==> src/rtl/dram_resp_addr_composer.sv <==
// Return-path address composer: rebuilds flat L2 addresses from decoded DRAM
// completion fields and queues the responses toward the L2 in a small FIFO.
module dram_resp_addr_composer #(
    parameter int unsigned ADDR_WIDTH   = 20,
    parameter int unsigned NUM_OF_BANKS = 8,
    parameter int unsigned NUM_OF_ROWS  = 128,
    parameter int unsigned NUM_OF_COLS  = 8,
    parameter int unsigned DATA_WIDTH   = 64,
    parameter int unsigned FIFO_DEPTH   = 4
) (
    input  logic                               clk,
    input  logic                               rst_n,
    input  logic                               dram_resp_valid,
    output logic                               dram_resp_ready,
    input  logic [$clog2(NUM_OF_ROWS)-1:0]     dram_resp_offset,
    input  logic [$clog2(NUM_OF_BANKS)-1:0]    dram_resp_bank_id,
    input  logic [$clog2(NUM_OF_ROWS)-1:0]     dram_resp_row_id,
    input  logic [$clog2(NUM_OF_COLS)-1:0]     dram_resp_col_id,
    input  logic                               dram_resp_is_write,
    input  logic [DATA_WIDTH-1:0]              dram_resp_data,
    output logic                               l2_resp_valid,
    input  logic                               l2_resp_ready,
    output logic [ADDR_WIDTH-1:0]              l2_resp_address,
    output logic                               l2_resp_is_write,
    output logic [DATA_WIDTH-1:0]              l2_resp_data,
    output logic [$clog2(FIFO_DEPTH):0]        fifo_count,
    output logic [15:0]                        resp_total
);

    localparam int unsigned PTR_W = $clog2(FIFO_DEPTH);
    localparam int unsigned CNT_W = PTR_W + 1;

    typedef struct packed {
        logic [ADDR_WIDTH-1:0] addr;
        logic                  is_write;
        logic [DATA_WIDTH-1:0] data;
    } resp_entry_t;

    resp_entry_t       r_mem [FIFO_DEPTH];
    logic [PTR_W-1:0]  r_wr_ptr;
    logic [PTR_W-1:0]  r_rd_ptr;
    logic [CNT_W-1:0]  r_count;
    logic [15:0]       r_total;

    logic              w_ready;
    logic              w_valid;
    logic              w_push;
    logic              w_pop;
    resp_entry_t       w_entry;
    resp_entry_t       w_head;

    assign w_ready = (r_count < CNT_W'(FIFO_DEPTH));
    assign w_valid = (r_count != '0);
    assign w_push  = dram_resp_valid & w_ready;
    assign w_pop   = w_valid & l2_resp_ready;

    // Inverse of the forward translator: {offset, bank, row, col}, MSB first.
    always_comb begin
        w_entry          = '0;
        w_entry.addr     = ADDR_WIDTH'({dram_resp_offset, dram_resp_bank_id,
                                        dram_resp_row_id, dram_resp_col_id});
        w_entry.is_write = dram_resp_is_write;
        w_entry.data     = dram_resp_is_write ? '0 : dram_resp_data;
    end

    always_ff @(posedge clk or negedge rst_n) begin
        if (!rst_n) begin
            for (int i = 0; i < FIFO_DEPTH; i++) begin
                r_mem[i] <= '0;
            end
        end else if (w_push) begin
            r_mem[r_wr_ptr] <= w_entry;
        end
    end

    // Pointers wrap naturally because FIFO_DEPTH is a power of two.
    always_ff @(posedge clk or negedge rst_n) begin
        if (!rst_n) begin
            r_wr_ptr <= '0;
            r_rd_ptr <= '0;
            r_count  <= '0;
        end else begin
            if (w_push) begin
                r_wr_ptr <= r_wr_ptr + PTR_W'(1);
            end
            if (w_pop) begin
                r_rd_ptr <= r_rd_ptr + PTR_W'(1);
            end
            if (w_push && !w_pop) begin
                r_count <= r_count + CNT_W'(1);
            end else if (w_pop && !w_push) begin
                r_count <= r_count - CNT_W'(1);
            end
        end
    end

    // Delivered-response counter saturates instead of wrapping.
    always_ff @(posedge clk or negedge rst_n) begin
        if (!rst_n) begin
            r_total <= '0;
        end else if (w_pop && (r_total != 16'hFFFF)) begin
            r_total <= r_total + 16'd1;
        end
    end

    // Head entry is masked while empty so stale storage never leaks out.
    always_comb begin
        w_head = '0;
        if (w_valid) begin
            w_head = r_mem[r_rd_ptr];
        end
    end

    assign dram_resp_ready  = w_ready;
    assign l2_resp_valid    = w_valid;
    assign l2_resp_address  = w_head.addr;
    assign l2_resp_is_write = w_head.is_write;
    assign l2_resp_data     = w_head.data;
    assign fifo_count       = r_count;
    assign resp_total       = r_total;

endmodule

==> config.mk <==
export PLATFORM = sky130hd
export DESIGN_NAME = dram_resp_addr_composer
export DESIGN_NICKNAME = d
export VERILOG_FILES = /design/src/rtl/dram_resp_addr_composer.sv
export SDC_FILE = /design/constraint.sdc
export NUM_CORES = 1
export LEC_CHECK = 0
export CAP_MARGIN = 20
export CORE_UTILIZATION = 44
export CTS_BUF_LIST = sky130_fd_sc_hd__clkbuf_8
export DETAILED_ROUTE_END_ITERATION = 10
export GPL_ROUTABILITY_DRIVEN = 0
export PLACE_DENSITY = 0.73
export SYNTH_ARGS = -nofsm -noshare
export SYNTH_HDL_FRONTEND = slang
export SYNTH_SLANG_ARGS = --single-unit
==> constraint.sdc <==
create_clock -name clk -period 3.35 [get_ports clk]
set_input_delay 1.005 -clock clk [delete_from_list [all_inputs] [get_ports clk]]
set_output_delay 1.005 -clock clk [all_outputs]
set_load 0.05 [all_outputs]
# After elaboration in Yosys (flattened, before gate mapping)

Cells that the tools add are included.

Multiply operators: 0
Shifts and indexed selects: 0
Divide/modulo/power cells: 0
$lt $le $gt $ge: 4
Add/sub/neg operators: 5
Reductions and logical operators: 8
Equality and inequality tests: 1
Bitwise gates (word level): 4
Mux-type cells: 10

Operators with widths:

| cell                  | number |
|---|---|
| $bwmux 340            | 1 |
| $mux 85               | 4 |
| $bmux 85 s2           | 1 |
| $demux 85 s2          | 1 |
| $mux 64               | 1 |
| $add 16x1->16 const B | 1 |
| $ne 16x16->1 const B  | 1 |
| $ge 3x3->1 const B    | 2 |
| $mux 3                | 2 |
| $not 2->3             | 2 |
| $add 2x1->2 const B   | 2 |
| $logic_and 1x1->1     | 4 |
| $add 3x1->3 const B   | 1 |
| $lt 3x1->1 const B    | 1 |
| $lt 3x3->1 const B    | 1 |
| $reduce_bool 3->1     | 1 |
| $sub 3x1->3 const B   | 1 |
| $and 1x1->1           | 2 |
| $logic_not 1->1       | 2 |
| $reduce_bool 2->1     | 1 |

Bits in read-only memories: 0
Output and inout bits: 106
Bits of input ports: 89
Register bits after elaboration: 363
Bits in latches: 0
Logic and storage cells: 48
Memories: 0
Memory bits (writable): 0

# Logic depth before layout (Yosys ltp)

Gate-level depths: netlist (run 1).

Word-level depth: 6
Gate-level depth with buffers: 8
Gate-level depth less buffers: 8

# Worst setup path before layout (run 1)

Ideal clock, no wire load.

Path type: register to output
Start point: register r_count[0] (netlist: fifo_count[0])
End point: output l2_resp_address[10]
Cell stages (with the launch flop): 4
Data arrival time: 2.040 ns
Slack: 0.305 ns
Data required time: 2.345 ns
Cells stage by stage: dfrtp_1 > or3_1 > clkbuf_1 > and2_1

Longest elaborated chain between the ends: 2

Ends and longest elaborated chain:

| item                     | RTL line | text |
|---|---|---|
| start: declaration       | 42       | `logic [CNT_W-1:0] r_count;` |
| start signal: assignment | 90       | `r_count <= r_count + CNT_W'(1);` |
| start signal: assignment | 92       | `r_count <= r_count - CNT_W'(1);` |
| $reduce_bool 3->1        | 53       | `assign w_valid = (r_count != '0);` |
| net l2_resp_valid        | 21       | `output logic l2_resp_valid,` |
| $mux 85                  | 109      | `if (w_valid) begin` |
| end: declaration         | 23       | `output logic [ADDR_WIDTH-1:0] l2_resp_address,` |

The timed path passes the listed nets, and every way through them passes these cells.

# Worst setup path after layout (run 1)

Start point: register r_rd_ptr[0]
End point: output l2_resp_data[63]

Longest elaborated chain between the ends: 5

Ends and longest elaborated chain:

| item                                       | RTL line | text |
|---|---|---|
| start: declaration                         | 41       | `logic [PTR_W-1:0] r_rd_ptr;` |
| start signal: assignment                   | 87       | `r_rd_ptr <= r_rd_ptr + PTR_W'(1);` |
| $not 2->3 (implied by the code)            | 110      | `w_head = r_mem[r_rd_ptr];` |
| $bmux 85 s2                                | 110      |  |
| $mux 85 (implied by the code) (2 in a row) | 110      |  |
| $mux 85                                    | 109      |  |
| end: declaration                           | 25       | `output logic [DATA_WIDTH-1:0] l2_resp_data,` |

Every way passes these cells. The select of a mux whose other input is x is not followed.

==> impl_metrics.tcl, run 1 <==
set metrics [dict create \
    status "finished clean" \
    reg2reg_slack_ns 1.18 \
    clockBufferDepth 3 \
    critical_path_peak_fanout 7 \
    p_leak_uw 0.00923 \
    synthFlopType "dfrtp_1" \
    clk_latency_ns 0.64 \
    synthesis.nets 1477 \
    report.final.slew_viol_count 0 \
    crit_path_top_delay_cell "mux4_2" \
    netSwitchingPower_uw 8880 \
    crit_arrival_ns 2.30 \
    fin_util 0.560 \
    vias 11100 \
    yosysUniqueCellTypes 42 \
    grt_max_degree 97 \
    clock_sinks 363 \
    final_common_cell "dfrtp_1" \
    cp_cell_sequence "buf_12, buf_16, mux4_2, and2_4, buf_6" \
    synth_sequential_area_ratio 0.558 \
    power_frac_seq 0.311 \
    critPathLaunchType "flop" \
    rsz0062_at_grt "yes" \
    core_um2 36500 \
    path_delay_family "multiplexers" \
    fin_ws_ns 0.0471 \
    layoutNonFillerInstCount 2097 \
    drtPass1Iterations 5 \
    start_util 0.446 \
    drt_iter0_markers 484 \
    worstSetupPathType "flop to primary output" \
    power-per-cell-area_nw_per_um2 1080 \
    cts_tree "built" \
    ys_ff_latch 363 \
    synth_cells 1381 \
    final_cell_area_um2 20500 \
    synthDominantCellAreaShare 0.558 \
    hpwl_um 22800 \
    numCtsBuffers 61 \
    cts_hold_buf 0 \
    die_area_um2 37800 \
    cts_max_level 2 \
    layout.nets 1681 \
    chipWidth_um 194 \
    cp.required_ns 2.34 \
    yosysWarnings 0 \
    path_buf_inv 3 \
    clk_transition_reported_paths_ns 0.06 \
    layout_common_cells "360 x dfrtp_1, 262 x nand2_1, 258 x o21ai_0" \
    hold_path_class "input pin to async pin" \
    min_period_ns 3.30 \
    io_buffers 194 \
    wl_per_cell_um 18.2 \
    setup_violations 0 \
    area_growth_pct 25.8 \
    synth_area_leaders "dfrtp_1 56%, mux4_2 12%, o21ai_0 7.9%" \
    r2r_cells 8 \
    fin_skew_ns 0.0274 \
    timing.rr.end "fifo_count[2]$_DFFE_PN0P_" \
    relSlewSlack 0.601 \
    synth-edff-count 0 \
    fmax_ghz 0.303 \
    fin_crit_sh 0.986 \
    grt_pass1_wl_um 62100 \
    max_cap_viol_count 0 \
    finalHoldViolations 0 \
    placedInstanceArea_um2 18500 \
    netlist_area_um2 16300 \
    via_per_inst 5.30 \
    r2r-start "fifo_count[0]$_DFFE_PN0P_" \
    die_h_um 194 \
    synth_area_leader_cell "dfrtp_1" \
    route.detailed.drc 0 \
    slowest_delay_ns 0.53 \
    first_global_vias 11800 \
    async_reset_ff_frac 1.00 \
    pre_cts_slack_ns 0.403 \
    row_count 70 \
    grt_util_all_layers 0.206 \
    combPwrFrac 0.516 \
    gr-total-overflow 0 \
    drive_gt1_frac 0.285 \
    ioPinCount 195 \
    intPower_uw 13300 \
    power_frac_clock 0.173 \
    peakVddDrop_v 0.000892 \
    endpoint_kind "primary output" \
    placed_cells 1976 \
    syn_avg_cell_area_um2 11.8 \
    wl_um 38200 \
    antenna_found_initial 3 \
    diodes 0 \
    clk_root_buffer_cell "clkbuf_8" \
    worst_pin_slew_ns 0.599 \
    ant_nets 0 \
    p_sw_frac 0.400 \
]
[sequential cells by signal (all words and copies together) (netlist names)]
signal and cells:
r_mem 340, r_wr_ptr 2, r_rd_ptr 2, fifo_count 3
resp_total 16
[worst max-delay path by stage]
| stage | start | end | slack, ns | depth (start not counted) |
|---|---|---|---|---|
| 2_1_floorplan | fifo_count[0]$_DFFE_PN0P_ | l2_resp_address[10] | 0.30 | 3 |
| 5_1_grt | r_rd_ptr[0]$_DFFE_PN0P_ | l2_resp_data[4] | -0.05 | 5 |
| 4_1_cts | r_rd_ptr[0]$_DFFE_PN0P_ | l2_resp_data[4] | -0.02 | 5 |
| 6_report | r_rd_ptr[0]$_DFFE_PN0P_ | l2_resp_data[63] | 0.05 | 5 |
| 3_3_place_gp | dram_resp_valid | r_mem[78]$_DFFE_PN0P_ | 0.45 | 6 |
| 3_5_place_dp | dram_resp_valid | r_mem[218]$_DFFE_PN0P_ | 0.40 | 7 |
[cell type report]
| class | count | area [um^2] |
|---|---|---|
| Clock buffer | 79 | 1090 |
| Sequential cell | 363 | 9090 |
| Timing Repair Buffer | 242 | 2750 |
| Tap cell | 468 | 586 |
| Inverter | 5 | 18.8 |
| Clock inverter | 28 | 119 |
| Fill cell | 3054 | 16100 |
| Multi-Input combinational cell | 912 | 6820 |
[cell usage after synthesis (2+ instances only)]
| cell | n |
|---|---|
| dfrtp_1 | 363 |
| nand2b_1 | 64 |
| and2_1 | 87 |
| nand4_1 | 3 |
| nor2_1 | 4 |
| mux2_2 | 88 |
| xor2_1 | 7 |
| nand2_2 | 2 |
| xnor2_1 | 9 |
| a21oi_1 | 5 |
| inv_1 | 4 |
| buf_2 | 46 |
| ha_1 | 6 |
| clkbuf_1 | 44 |
| nand3_1 | 8 |
| buf_4 | 3 |
| buf_8 | 2 |
| o21ai_0 | 258 |
| and3_1 | 4 |
| buf_6 | 5 |
| nand2_1 | 264 |
| mux4_2 | 85 |
[per-layer routing]
layer | global-route usage | share of wire
met5 | 0 | 0.0011
met4 | 0.0829 | 0.027
met3 | 0.0392 | 0.045
met2 | 0.338 | 0.49
met1 | 0.271 | 0.44
[worst reg2reg max path: cells and delay by family (launching register included)]
kind	cells	cell delay (ns)
flip-flops	1	0.45
adder cells (fa/ha/maj)	2	0.58
AO/OA/AOI/OAI	1	0.42
buffers and inverters	2	0.20
AND/OR/NAND/NOR	1	0.14
XOR/XNOR	2	0.30
[cell families after synthesis]
group	synth area share
xor gates and xnor gates	0.00861
adders and majority gates	0.00584
AOI/OAI and AO/OA	0.0833
muxes	0.179
buffers and inverters	0.0334
DFF	0.558
and+or+nand+nor	0.131
[through the flow]
| step | hold slack (ns) | setup TNS, ns | power, uW |
|---|---|---|---|
| 6_report | 0.349 | 0 | 22200 |
| 3_3_place_gp | 0.456 | 0 | 16700 |
| 4_1_cts | 0.292 | -0.167 | 21600 |
| 2_1_floorplan | 0.445 | 0 | 14100 |
| 3_5_place_dp | 0.466 | 0 | 17000 |
| 5_1_grt | 0.342 | -1.03 | 23400 |
[timing repair]
action	4_1_cts	5_1_grt
gates cloned	2	4
setup endpoints to repair	85	81
setup buffers	6	2
gates resized for setup	72	79
pin swaps	0	7
[power groups by stage]
| stage | sequential [uW] | clock (uW) | combinational [uW] |
|---|---|---|---|
| 3_3_place_gp | 6900 | 0 | 9780 |
| 2_1_floorplan | 6850 | 0 | 7210 |
| 4_1_cts | 6880 | 3960 | 10800 |
| 6_report | 6900 | 3840 | 11500 |
| 3_5_place_dp | 7000 | 0 | 9970 |
| 5_1_grt | 7090 | 4150 | 12200 |
(Power assumes the default switching activity.)
==> inputs of run 2 (changes only) <==
==> constraint.sdc (replaced) <==
create_clock -name clk -period 3.35 [get_ports clk]
set_input_delay 0.67 -clock clk [delete_from_list [all_inputs] [get_ports clk]]
set_output_delay 0.67 -clock clk [all_outputs]
set_load 0.05 [all_outputs]
==> impl_metrics.tcl, run 2 (same netlist as run 1, synthesis figures left out) <==
set metrics [dict create \
    status "finished clean" \
    drtPass1Iterations 4 \
    setup_violations 0 \
    antenna_found_initial 2 \
    holdWs_ns 0.0122 \
    layout_common_cells "361 x dfrtp_1, 262 x nand2_1, 258 x o21ai_0" \
    relSlewSlack 0.512 \
    placed_cells 1970 \
    report.final.slew_viol_count 0 \
    hold_path_class "input pin to async pin" \
    gr-total-overflow 0 \
    wl_per_cell_um 17.9 \
    clock_sinks 363 \
    final.setup.tns_ns 0 \
    chipWidth_um 194 \
    drt_iter0_markers 562 \
    top_register "r_mem" \
    fmax_ghz 0.310 \
    wl_um 37300 \
    fin_skew_ns 0.0155 \
    first_global_vias 11700 \
    hpwl_um 23300 \
    via_per_inst 5.28 \
    p_leak_uw 0.00899 \
    crit_arrival_ns 2.55 \
    numCtsBuffers 61 \
    cts_tree "built" \
    core_um2 36500 \
    grt_max_degree 99 \
    start_util 0.446 \
    power-per-cell-area_nw_per_um2 1040 \
    endpoint_kind "primary output" \
    area_growth_pct 22.0 \
    layoutNonFillerInstCount 2086 \
    ant_nets 0 \
    clk_transition_reported_paths_ns 0.06 \
    clk_latency_ns 0.64 \
    critical_path_peak_fanout 43 \
    clockBufferDepth 3 \
    min_period_ns 3.22 \
    route.detailed.drc 0 \
    finalHoldViolations 0 \
    peakVddDrop_v 0.00101 \
    grt_pass1_wl_um 62300 \
    final_common_cell "dfrtp_1" \
    die_h_um 194 \
    ioPinCount 195 \
    r2r-start "fifo_count[0]$_DFFE_PN0P_" \
    critPathLaunchType "flop" \
    cts_max_level 2 \
    max_cap_viol_count 0 \
    die_area_um2 37800 \
    final_cell_area_um2 19800 \
    clk_root_buffer_cell "clkbuf_8" \
    startpoint "fifo_count[0]$_DFFE_PN0P_" \
    row_count 70 \
    layout.nets 1664 \
    cp.required_ns 2.68 \
    placedInstanceArea_um2 18600 \
    vias 11000 \
    fin_crit_sh 0.963 \
    drive_gt1_frac 0.222 \
    grt_util_all_layers 0.206 \
    worst_pin_slew_ns 0.732 \
    io_buffers 194 \
    largest_register_ffs 340 \
    rsz0062_at_grt "no" \
    worstSetupPathType "flop to primary output" \
]
## run 2: cell count changes in the layout (fill, tap and decap cells not counted), moves of 2 or more
cell,previous run,this run
inv_6,0,2
buf_4,39,60
dlygate4sd2_1,0,37
buf_8,11,2
and2_4,56,0
buf_6,60,1
clkinv_2,4,8
clkbuf_16,4,0
and2_1,31,87
buf_16,4,1
## run 2: per-layer routing
metal,global-route usage,share of wire
met4,0.0711,0.024
met2,0.338,0.49
met5,0,0.00035
met1,0.272,0.43
met3,0.0458,0.051
## run 2: timing repair
action                     in CTS  in global routing
gates resized for setup        40                  2
hold buffers                    0                  0
setup endpoints to repair      69                 12
buffers inserted                1                  2
## run 2: area by class of cell
type	instances	area, um^2
diodes	1	2.50
clock buffers	78	1070
clock inverters	34	155
fillers	3114	16700
inverters	5	18.8
multi-input cells	912	6670
flip-flops and latches	363	9090
well taps	468	586
repair buffers	225	2250
## run 2: critical path, stage by stage, from the launching register on
cell and delay, ns:
dfrtp_1 0.44, or3_2 0.58, buf_12 0.22, buf_6 0.21, and2_1 0.21, buf_4 0.20
## run 2: report_power, final
group          switching (uW)  internal, uW  total, uW
combinational            5840          3940       9790
clock                    1780          2090       3870
sequential                955          6020       6970
## run 2: final timing paths
kind,end,slack (ns),cells after the start
min reg2reg,r_mem[128]$_DFFE_PN0P_,0.47,2
max reg2reg,fifo_count[2]$_DFFE_PN0P_,1.10,8
min,resp_total[10]$_DFFE_PN0P_,0.01,1
max in group asynchronous,r_mem[187]$_DFFE_PN0P_,2.40,2
max,l2_resp_data[51],0.13,5
min in group clk,r_mem[128]$_DFFE_PN0P_,0.47,2
## run 2: per-stage QoR
stage	power (uW)	util	worst slack, ns
floorplan	14100	-	0.640
global placement	16900	0.510	0.482
detailed placement	17100	0.510	0.463
CTS	20800	0.543	0.00140
global route	21800	0.543	0.0157
finish	20600	0.543	0.125
==> RTL change 1: new RTL, config.mk and constraints of run 1 <==
Set the parameter `DATA_WIDTH` to 128 (it was 64).
--- a/src/rtl/dram_resp_addr_composer.sv
+++ b/src/rtl/dram_resp_addr_composer.sv
@@ -5,7 +5,7 @@
     parameter int unsigned NUM_OF_BANKS = 8,
     parameter int unsigned NUM_OF_ROWS  = 128,
     parameter int unsigned NUM_OF_COLS  = 8,
-    parameter int unsigned DATA_WIDTH   = 64,
+    parameter int unsigned DATA_WIDTH   = 128,
     parameter int unsigned FIFO_DEPTH   = 4
 ) (
     input  logic                               clk,
Interface: changed (resized dram_resp_data and l2_resp_data); port bits go from 195 to 323. The function was not compared with the original's and may differ.
==> RTL change 1 against run 1 <==
- the run now ends with setup timing left
- sequential cell count rose by 256
- die area rose by 69%
- first-iteration DRC count rose to 2.6 times the old value
- setup slack worse by 0.14 ns
- synthesized area increased by 70%
- wire length up 87%
- design area rose by 71%
- count of clock-buffer cells in the layout rose by 48
- fmax is 4.1% lower
- sequential power up 68%
- power rose by 70%
- cell count increased by 76%
- largest cell class unchanged
==> RTL change 1: results (changes against run 1) <==
* Clk_skew at 0.0280 ns (+0.000541 ns)
* H-tree depth at 3 (+1)
* CP arrival at 2.44 ns (+0.14 ns)
* Synth top area share at 56.0% (+0.16 points)
* Crit path setup slack, layout at -0.0937 ns (-0.141 ns)
* Setup TNS at -4.84 ns (-4.84 ns)
* Placed Cells at 3475 (+76%)
* Post-CTS setup buffer count at 21 (+15)
* Met3 Wirelength at 4630 um (+170%)
* Initial drt markers at 1278 (+160%)
* Final cell count without fillers at 3688 (+76%)
* Pre-CTS setup slack at 0.372 ns (-0.0319 ns)
* Sequential cell area at 15500 sq um (+70%)
* Internal power at 22.6 mW (+69%)
* HPWL after DPL at 44800 um (+97%)
* Status: finished, violations left
* Setup violators final at 121 (+121)
* Final Net Count at 2929 (+74%)
* Synth area leaders: dfrtp_1 (56%), mux4_2 (12%), o21ai_0 (9.2%)
* Wl on met1 at 28300 um (+69%)
* Avg Inst Size Synth at 11.4 sq um (-3.2%)
* Sequential area share after synthesis at 56.0% (+0.16 points)
* Failing checks: setup timing
* Num CTS Buffers at 103 (+69%)
* Peak VDD IR at 1.15 mV (+29%)
* Share of layout cells above drive strength 1 at 27.3% (-1.3 points)
* Initial antenna violation count at 7 (+4)
* Leak Pwr at 15.8 nW (+71%)
* Drt wl/cell at 19.4 um (+6.3%)
* Global-route usage over all layers at 22.6% (+2.1 points)
* Met3 Use GR at 5.96% (+2.0 points)
* Dpl cell area at 31600 sq um (+71%)
* Post-cts gate resize count at 207 (+190%)
* M1 GR Usage at 27.4% (+0.28 points)
* Total nets after synthesis at 2585 (+75%)
* Vias in the first global route at 21400 (+82%)
* WHS at 0.241 ns (-0.109 ns)
[RTL change 1: critical path, cell delays in order, from the launching register on]
cell and delay (ns):
dfrtp_4 0.50, buf_4 0.21, clkbuf_16 0.19, mux4_2 0.50
and2_1 0.18, buf_4 0.19
[RTL change 1: layout make-up]
cell class | count | share of cell area [%]
clock inverters | 57 | 1.02
repair buffers | 427 | 13.9
diodes | 3 | 0.0214
well taps | 837 | 2.99
multi-input cells | 1612 | 32.9
inverters | 6 | 0.0642
flip-flops and latches | 619 | 44.2
clock buffers | 127 | 4.98
[RTL change 1: final timing paths]
| check | startpoint | end | cells past startpoint |
|---|---|---|---|
| max | r_rd_ptr[0] | l2_resp_data[13] | 5 |
| min | rst_n | r_mem[372] | 1 |
| max reg2reg | fifo_count[2] | fifo_count[2] | 7 |
| min reg2reg | r_mem[77] | r_mem[77] | 2 |
| max in group asynchronous | rst_n | r_mem[109] | 2 |
| min in group clk | r_mem[77] | r_mem[77] | 2 |
[RTL change 1: power by group through the flow]
stage | clock [mW] | sequential, mW | combinational (mW)
after global routing | 7.24 | 11.8 | 20.6
after CTS | 6.88 | 11.5 | 18.8
after detailed placement | 0 | 11.7 | 16.7
after global placement | 0 | 11.5 | 16.3
final | 6.72 | 11.6 | 19.5
after floorplan | 0 | 11.3 | 11.8
[RTL change 1: cell families (layout without fill, tap and decap cells)]
logic type      count (synthesis)  after routing  share of synthesized area (%)
mux                           239            239                           15.8
other cells                     0              3                              0
fa+ha+maj                       7              7                          0.344
compound gates                522            522                           9.59
simple gates                  829            829                           14.1
flops                         619            619                           56.0
xor+xnor                       15             15                          0.475
buf+inv                       194            617                           3.69
==> RTL change 2: new RTL, settings of run 1 <==
Made on the original files. Put one more register stage on the output `fifo_count`, without a reset. The value now appears one clock later. The other outputs are not delayed to match.
--- a/src/rtl/dram_resp_addr_composer.sv
+++ b/src/rtl/dram_resp_addr_composer.sv
@@ -116,7 +116,9 @@
     assign l2_resp_address  = w_head.addr;
     assign l2_resp_is_write = w_head.is_write;
     assign l2_resp_data     = w_head.data;
-    assign fifo_count       = r_count;
+    always_ff @(posedge clk) begin
+        fifo_count <= r_count;
+    end
     assign resp_total       = r_total;
 
 endmodule
Function: changed (Yosys sat finds a counterexample within 4 cycles, from zero or initial values and one cycle with rst_n low).
==> RTL change 2 against run 1 <==
- synthesized area down 0.18%
- clock power up 14%
- wire length down 1.0%
- setup slack worse by 0.025 ns
- cell count about the same
- design area unchanged
- sequential cell count up 3
- power down 0.55%
- critical path type unchanged
- critical path depth down 1
- largest power group unchanged
- global-route usage up 0.64 points
- sequential share of layout area up 0.29 points
- critical endpoint is now l2_resp_data[1]
==> RTL change 2: results (changes against run 1) <==
* Cell variety after synth at 38 (-9.5%)
* Met3 Wirelength at 2210 um (+28%)
* Non-clock buffers at 235 (-2.9%)
* Comb_multi_in at 906 (-0.66%)
* Async set-reset flop share out of synthesis at 99.2% (-0.82 points)
* Largest net degree at the start of global routing at 77 (-21%)
* Leak Pwr at 9.24 nW (+0.12%)
* Combinational share of power at 48.4% (-3.2 points)
* Final Net Count at 1680 (-0.059%)
* Placed Cells at 1981 (+0.25%)
* Share of layout cells above drive strength 1 at 28.1% (-0.49 points)
* Num CTS Buffers at 67 (+9.8%)
* CTS Sinks at 366 (+0.83%)
* Pre-CTS setup slack at 0.340 ns (-0.0639 ns)
* Ant diodes at 1 (+1)
* Synth area leaders: dfrtp_1 (56%), mux4_2 (12%), o21ai_0 (8.0%)
* Final cell count without fillers at 2098 (+0.048%)
* Drt via density at 5.29 (-0.16%)
* Synth cell count leaders: dfrtp_1 (363), nand2_1 (265), o21ai_0 (260)
* Peak VDD IR at 1.04 mV (+17%)
* Final wirelength at 37800 um (-1.0%)
* P_sw at 8.81 mW (-0.84%)
* Initial drt markers at 477 (-1.4%)
* Post-cts gate resize count at 82 (+14%)
* WHS at 0.384 ns (+0.0344 ns)
* ClkCell Share at 6.82% (+0.92 points)
* Status: complete, no violations
* Clock buffer count at 85 (+7.6%)
* Clk_lat worst skew at 0.58 ns (-0.06 ns)
* Fraction of area in multi-input gates at 33.3% (-0.037 points)
## RTL change 2: changes by cell type after synthesis, sizes merged, moves of 3 or more
cell / before / now
buf: 57 / 29
nor3: 2 / 5
mux2: 89 / 86
nand3: 9 / 4
dfxtp: 0 / 3
a21oi: 6 / 2
clkbuf: 44 / 72
and3: 4 / 1
inv: 5 / 8
## RTL change 2: cells by family after synthesis
logic type               share of synthesized area (%)
AND/OR/NAND/NOR                                   13.3
AO/OA/AOI/OAI                                     8.28
buffers and inverters                             2.73
flip-flops                                        56.3
multiplexers                                      17.7
XOR/XNOR                                          1.02
adder cells (fa/ha/maj)                          0.585
## RTL change 2: per-layer routing
metal	up-vias	GRT usage, %
met1	5557	28.0
met4	4	8.17
li1	5187	-
met3	70	5.43
met2	285	33.8
met5	-	0
## RTL change 2: critical path: cells and delay by family (launching register included)
family	cells	cell delay (ns)
AND/OR/NAND/NOR	1	0.19
multiplexers	1	0.56
flip-flops	1	0.46
buffers and inverters	2	0.45
